==> config.mk <==
export PLATFORM = sky130hd
export DESIGN_NAME = overlay_prefetch
export DESIGN_NICKNAME = d
export VERILOG_FILES = /design/src/rtl/overlay_prefetch.sv
export SDC_FILE = /design/constraint.sdc
export NUM_CORES = 1
export LEC_CHECK = 0
export ABC_AREA = 1
export BUFFER_PORTS_ARGS = -buffer_cell sky130_fd_sc_hd__buf_2
export CAP_MARGIN = 40
export CORE_ASPECT_RATIO = 1.4
export CORE_MARGIN = 4
export CORE_UTILIZATION = 50
export CTS_CLUSTER_DIAMETER = 120
export DETAILED_ROUTE_END_ITERATION = 6
export PLACE_DENSITY = 0.65
export SETUP_SLACK_MARGIN = 0.5
export SYNTH_ARGS = -nofsm -noshare
export SYNTH_HDL_FRONTEND = slang
export SYNTH_SLANG_ARGS = --single-unit
==> constraint.sdc <==
create_clock -name clk -period 5.3 [get_ports clk]
set_clock_uncertainty 0.1 [all_clocks]
set_input_delay 1.06 -clock clk [delete_from_list [all_inputs] [get_ports clk]]
set_output_delay 1.06 -clock clk [all_outputs]
set_load 0.005 [all_outputs]
==> src/rtl/overlay_prefetch.sv <==
// rtl/overlay_prefetch.sv - overlay pixel prefetch FIFO between sdram read port and blend stage
module overlay_prefetch #(
  parameter int          ADDR_W    = 25,
  parameter int          DEPTH     = 16,
  parameter int unsigned BASE_ADDR = 0
) (
  input  logic                   clk,
  input  logic                   reset_n,
  input  logic                   enable,
  input  logic                   ce_pix,
  input  logic                   hblank,
  input  logic                   vblank,
  output logic                   mem_req,
  output logic [ADDR_W-1:0]      mem_addr,
  input  logic                   mem_valid,
  input  logic [15:0]            mem_data,
  output logic [3:0]             bg_r,
  output logic [3:0]             bg_g,
  output logic [3:0]             bg_b,
  output logic [3:0]             bg_a,
  output logic [$clog2(DEPTH):0] level,
  output logic                   underflow
);

  localparam int                PW       = $clog2(DEPTH);
  localparam logic [ADDR_W-1:0] BASE     = ADDR_W'(BASE_ADDR);
  localparam logic [PW:0]       FULL_LVL = (PW+1)'(DEPTH);

  typedef enum logic [1:0] {IDLE, FILL, RUN} state_t;

  state_t        state, state_nx;
  logic          vb_ce;
  logic          inflight;
  logic          discard;
  logic [15:0]   fifo_mem [DEPTH];
  logic [PW-1:0] wr_ptr, rd_ptr;
  logic [15:0]   pix;

  // vblank is only sampled on pixel enables, so both edges are seen in pixel time
  logic fs, vb_fall, flush, full, empty, rsp, push, pop, pop_ok;
  assign fs      = ce_pix & vblank & ~vb_ce;
  assign vb_fall = ce_pix & ~vblank & vb_ce;
  assign flush   = ~enable | fs;
  assign full    = (level == FULL_LVL);
  assign empty   = (level == '0);
  assign rsp     = mem_valid & inflight;
  assign push    = rsp & ~discard & ~flush;
  assign pop     = enable & (state == RUN) & ce_pix & ~(hblank | vblank);
  assign pop_ok  = pop & ~empty;

  assign bg_a = pix[15:12];
  assign bg_b = pix[11:8];
  assign bg_g = pix[7:4];
  assign bg_r = pix[3:0];

  // state register
  always_ff @(posedge clk or negedge reset_n) begin
    if (!reset_n) state <= IDLE;
    else          state <= state_nx;
  end

  // next state and request strobe; a request is only raised with the slot free and room left
  always_comb begin
    state_nx = state;
    mem_req  = 1'b0;
    case (state)
      IDLE:    if (fs) state_nx = FILL;
      FILL:    if (!fs && (full || vb_fall)) state_nx = RUN;
      RUN:     if (fs) state_nx = FILL;
      default: state_nx = IDLE;
    endcase
    if (!enable) state_nx = IDLE;
    if (enable && state != IDLE && !fs && !inflight && !full) mem_req = 1'b1;
  end

  // frame-start detect, fetch address, in-flight slot and discard mark
  always_ff @(posedge clk or negedge reset_n) begin
    if (!reset_n) begin
      vb_ce    <= 1'b0;
      mem_addr <= BASE;
      inflight <= 1'b0;
      discard  <= 1'b0;
    end else begin
      if (ce_pix) vb_ce <= vblank;
      if (flush)        mem_addr <= BASE;
      else if (mem_req) mem_addr <= mem_addr + ADDR_W'(2);
      if (mem_req)  inflight <= 1'b1;
      else if (rsp) inflight <= 1'b0;
      // a response landing in the flush cycle is consumed here; later ones get marked
      if (rsp)                   discard <= 1'b0;
      else if (flush && inflight) discard <= 1'b1;
    end
  end

  // FIFO pointers and occupancy
  always_ff @(posedge clk or negedge reset_n) begin
    if (!reset_n) begin
      wr_ptr <= '0;
      rd_ptr <= '0;
      level  <= '0;
    end else if (flush) begin
      wr_ptr <= '0;
      rd_ptr <= '0;
      level  <= '0;
    end else begin
      if (push)   wr_ptr <= wr_ptr + PW'(1);
      if (pop_ok) rd_ptr <= rd_ptr + PW'(1);
      if (push && !pop_ok)      level <= level + (PW+1)'(1);
      else if (!push && pop_ok) level <= level - (PW+1)'(1);
    end
  end

  // FIFO storage
  always_ff @(posedge clk) begin
    if (push) fifo_mem[wr_ptr] <= mem_data;
  end

  // output pixel and sticky underflow; outside RUN the overlay is transparent black
  always_ff @(posedge clk or negedge reset_n) begin
    if (!reset_n) begin
      pix       <= '0;
      underflow <= 1'b0;
    end else begin
      if (state_nx != RUN) pix <= '0;
      else if (pop)        pix <= empty ? 16'h0000 : fifo_mem[rd_ptr];
      if (fs)                 underflow <= 1'b0;
      else if (pop && empty)  underflow <= 1'b1;
    end
  end

endmodule
==> Implementation_results.wiki <==
{| class="wikitable"
! Metric !! Value
|-
| Run status || finished clean
|-
| Final routed wire length divided by cell count || 19.5 um
|-
| Core footprint || 26,800 sq um
|-
| Remaining antenna violation count after routing || 0
|-
| Total of fill cells in the finished design || 2,291
|-
| WP data arrival || 2.12 ns
|-
| Top flip-flop cell by instance count after synthesis || sky130_fd_sc_hd__edfxtp_1
|-
| Reg-to-reg setup timing slack || 2.12 ns
|-
| Min Tclk post-route || 3.28 ns
|-
| Rows || 71
|-
| R2r startpoint || rd_ptr[0]
|-
| Final Slew Violations || 0
|-
| Design Power || 4.98 mW
|-
| Required time at the endpoint of the critical path || 4.14 ns
|-
| Maximum operating frequency || 305 MHz
|-
| Count of cells along the worst hold path || 2
|-
| Count of final hold-check violations || 0
|-
| Leading cell types by total area after synthesis || sky130_fd_sc_hd__edfxtp_1 57%, sky130_fd_sc_hd__dfrtp_1 11%, sky130_fd_sc_hd__nand2_1 7.3%
|-
| Antenna cell count || 0
|-
| Starting Density || 0.505
|-
| LEAKAGE || 5.94 nW
|-
| CTS tree || yes
|-
| Power density over the cells || 323 nW/um^2
|-
| Vias after detailed routing || 9,454
|-
| Pin count of the biggest net entering global routing || 79
|-
| Congestion Overflow GR || 0
|-
| Final Wtd Congestion || 0.901
|-
| Post-synthesis sequential area ratio || 0.676
|-
| Die Span X || 147 um
|-
| Share of layout cells above drive strength 1 || 0.119
|-
| Post-CTS Hold Fix Bufs || 0
|-
| Overall die area || 29,900 sq um
|-
| Number of register bits inferred by synthesis || 315
|-
| Global-route wire length before repair || 52.6 mm
|-
| Clk_lat worst skew || 0.56 ns
|-
| Synth Warn # || 0
|-
| Library cell occupying the most area in the post-synthesis netlist || sky130_fd_sc_hd__edfxtp_1
|-
| GRT Util Overall || 0.226
|-
| Total placed instance area || 14,400 sq um
|-
| Sort of element at the end of the critical path || output pin
|-
| Maximum fanout along the worst path || 16
|-
| Synthesized instance count || 1,290
|-
| Clock-pin slew on the worst setup and hold paths || 0.06 ns
|-
| Vias in the first global route || 9,345
|-
| Syn nets || 1,324
|-
| Area share of the largest cell type after synthesis || 0.567
|-
| Commonest non-fill, non-tap cells in the layout || 263 x sky130_fd_sc_hd__nand2_1, 256 x sky130_fd_sc_hd__edfxtp_1, 191 x sky130_fd_sc_hd__nor2_1, 122 x sky130_fd_sc_hd__nand3_1, 101 x sky130_fd_sc_hd__inv_1
|-
| Number of detailed-routing iterations run before antenna repair || 5
|-
| Final sum of negative setup slack || 0 ns
|-
| Distinct cell type count after synthesis || 35
|-
| Port-buffer cells || 69
|-
| Fraction of the cycle the final worst path needs || 0.618
|-
| Reg2Reg Depth || 10
|-
| Max Cap Viol || 0
|-
| Type of the worst min-delay path || reg2reg
|-
| Number of H-tree levels || 1
|-
| Most frequent standard cell in the layout excluding fill and tap cells || sky130_fd_sc_hd__nand2_1
|-
| Post-DP HPWL || 22.1 mm
|-
| Count of buffers added by post-CTS timing repair for setup || 0
|-
| Clock Tree Buf Depth || 3
|-
| Top-level port count || 71
|-
| Total length of routed wires || 33.8 mm
|-
| Number of enable flip-flop cells after synthesis || 256
|-
| Clock buffers created by TritonCTS || 30
|-
| Number of nets at the end of the flow || 1,384
|-
| RSZ-0062 raised after global routing || no
|-
| Clock Sink Count || 315
|-
| Post-Syn Area || 13,600 sq um
|-
| Worst hold path startpoint || pix[8]
|-
| Synthesis-to-finish area growth || 13.4%
|-
| Post-cts repair resize count || 0
|-
| Largest voltage drop on the vdd net || 0.225 mV
|-
| Post-route standard cell area excluding fillers || 15,400 sq um
|-
| Pin slew with the least headroom to its limit || 0.866 ns
|-
| Residual DRC count || 0
|-
| Syn_area_per_cell || 10.5 sq um
|-
| Type of the setup path with the least slack || in2out
|-
| Final number of setup-violating endpoints || 0
|-
| Root buffer selected by CTS || sky130_fd_sc_hd__clkbuf_16
|-
| Share of flip-flops with an asynchronous set or reset after synthesis || 0.187
|-
| Hold slack || 0.374 ns
|-
| Initial antenna violation count || 0
|-
| Hold worst-path end || pix[8]
|-
| Relative slew margins || 0.422
|-
| Routed via count divided by cell count || 5.45
|-
| Chip Height || 203 um
|-
| Worst setup SP type || input pin
|-
| DRC violation total after the first TritonRoute iteration || 871
|-
| Worst flop-to-flop path endpoint || pix[6]
|}
registers in the layout, indices dropped and copies added, names as in the netlist, 2 cells and up:
| register | cells |
|---|---|
| level | 5 |
| rd_ptr | 4 |
| wr_ptr | 4 |
| fifo_mem | 256 |
| state | 2 |
| mem_addr | 24 |
| pix | 16 |
per-layer routing:
metal,global-route usage,routed length (um)
met1,0.302,14000
met2,0.385,16700
met3,0.0257,2020
met4,0.0819,1100
met5,0,0
cells by family after synthesis:
logic type | after synthesis | synth area share
flip-flops | 315 | 0.676
other | 1 | 0.000277
adder cells (fa/ha/maj) | 11 | 0.0107
AO/OA/AOI/OAI | 174 | 0.0730
XOR/XNOR | 5 | 0.00323
AND/OR/NAND/NOR | 618 | 0.188
buffers and inverters | 166 | 0.0488
synth_stat cells (2+ instances only):
| master | number |
|---|---|
| sky130_fd_sc_hd__buf_1 | 9 |
| sky130_fd_sc_hd__xnor2_1 | 2 |
| sky130_fd_sc_hd__nand4_1 | 12 |
| sky130_fd_sc_hd__nand3_1 | 122 |
| sky130_fd_sc_hd__buf_2 | 28 |
| sky130_fd_sc_hd__o21ai_0 | 100 |
| sky130_fd_sc_hd__o21ai_1 | 2 |
| sky130_fd_sc_hd__clkinv_1 | 2 |
| sky130_fd_sc_hd__o21a_1 | 2 |
| sky130_fd_sc_hd__dfrtp_1 | 59 |
| sky130_fd_sc_hd__nor3_1 | 5 |
| sky130_fd_sc_hd__edfxtp_1 | 256 |
| sky130_fd_sc_hd__nor2_1 | 208 |
| sky130_fd_sc_hd__nor2_4 | 2 |
| sky130_fd_sc_hd__ha_1 | 10 |
| sky130_fd_sc_hd__nand3_2 | 2 |
| sky130_fd_sc_hd__o211ai_1 | 40 |
| sky130_fd_sc_hd__a21oi_1 | 25 |
| sky130_fd_sc_hd__inv_1 | 102 |
| sky130_fd_sc_hd__nand2_1 | 263 |
| sky130_fd_sc_hd__clkbuf_1 | 23 |
| sky130_fd_sc_hd__xor2_1 | 3 |
power breakdown:
| group | internal [mW] | total [mW] | switching, mW | leakage, nW |
|---|---|---|---|---|
| clock network | 1.26 | 2.14 | 0.884 | 0.492 |
| logic | 0.0296 | 0.135 | 0.105 | 2.33 |
| registers | 2.69 | 2.70 | 0.00899 | 3.12 |
| total | 3.98 | 4.98 | 0.998 | 5.94 |
layout make-up:
| type | count | area, sq um | share of cell area |
|---|---|---|---|
| clock buffer | 40 | 850 | 0.0552 |
| clock inverter | 12 | 134 | 0.00870 |
| inverter | 105 | 394 | 0.0256 |
| multi-input combinational | 809 | 3780 | 0.245 |
| sequential | 315 | 9170 | 0.596 |
| tap | 365 | 457 | 0.0297 |
| timing repair buffer | 89 | 604 | 0.0393 |
how the worst max path moves through the flow:
stage               cells after the start  startpoint         endpoint  slack (ns)
floorplan                               6      vblank  fifo_mem[11][0]        2.33
global placement                        6      ce_pix   fifo_mem[2][7]        2.06
detailed placement                      6      enable          mem_req        2.06
CTS                                     6      enable          mem_req        2.06
global route                           10   rd_ptr[0]           pix[5]        1.95
finish                                  6      enable          mem_req        2.02
stage by stage:
step / setup slack [ns] / std cells / utilization
finish: 2.02 / 1735 / 0.573
global route: 1.95 / 1735 / 0.573
CTS: 2.06 / 1735 / 0.573
detailed placement: 2.06 / 1683 / 0.537
global placement: 2.06 / 1672 / 0.530
floorplan: 2.33 / 1290 / -
worst max-delay path: stages:
cell,delay [ns]
sky130_fd_sc_hd__buf_2,0.12
sky130_fd_sc_hd__nand2_1,0.10
sky130_fd_sc_hd__nand2_1,0.13
sky130_fd_sc_hd__nand3_2,0.15
sky130_fd_sc_hd__nor2_4,0.36
sky130_fd_sc_hd__buf_2,0.19
No activity file was read; power rests on OpenSTA's default activity.
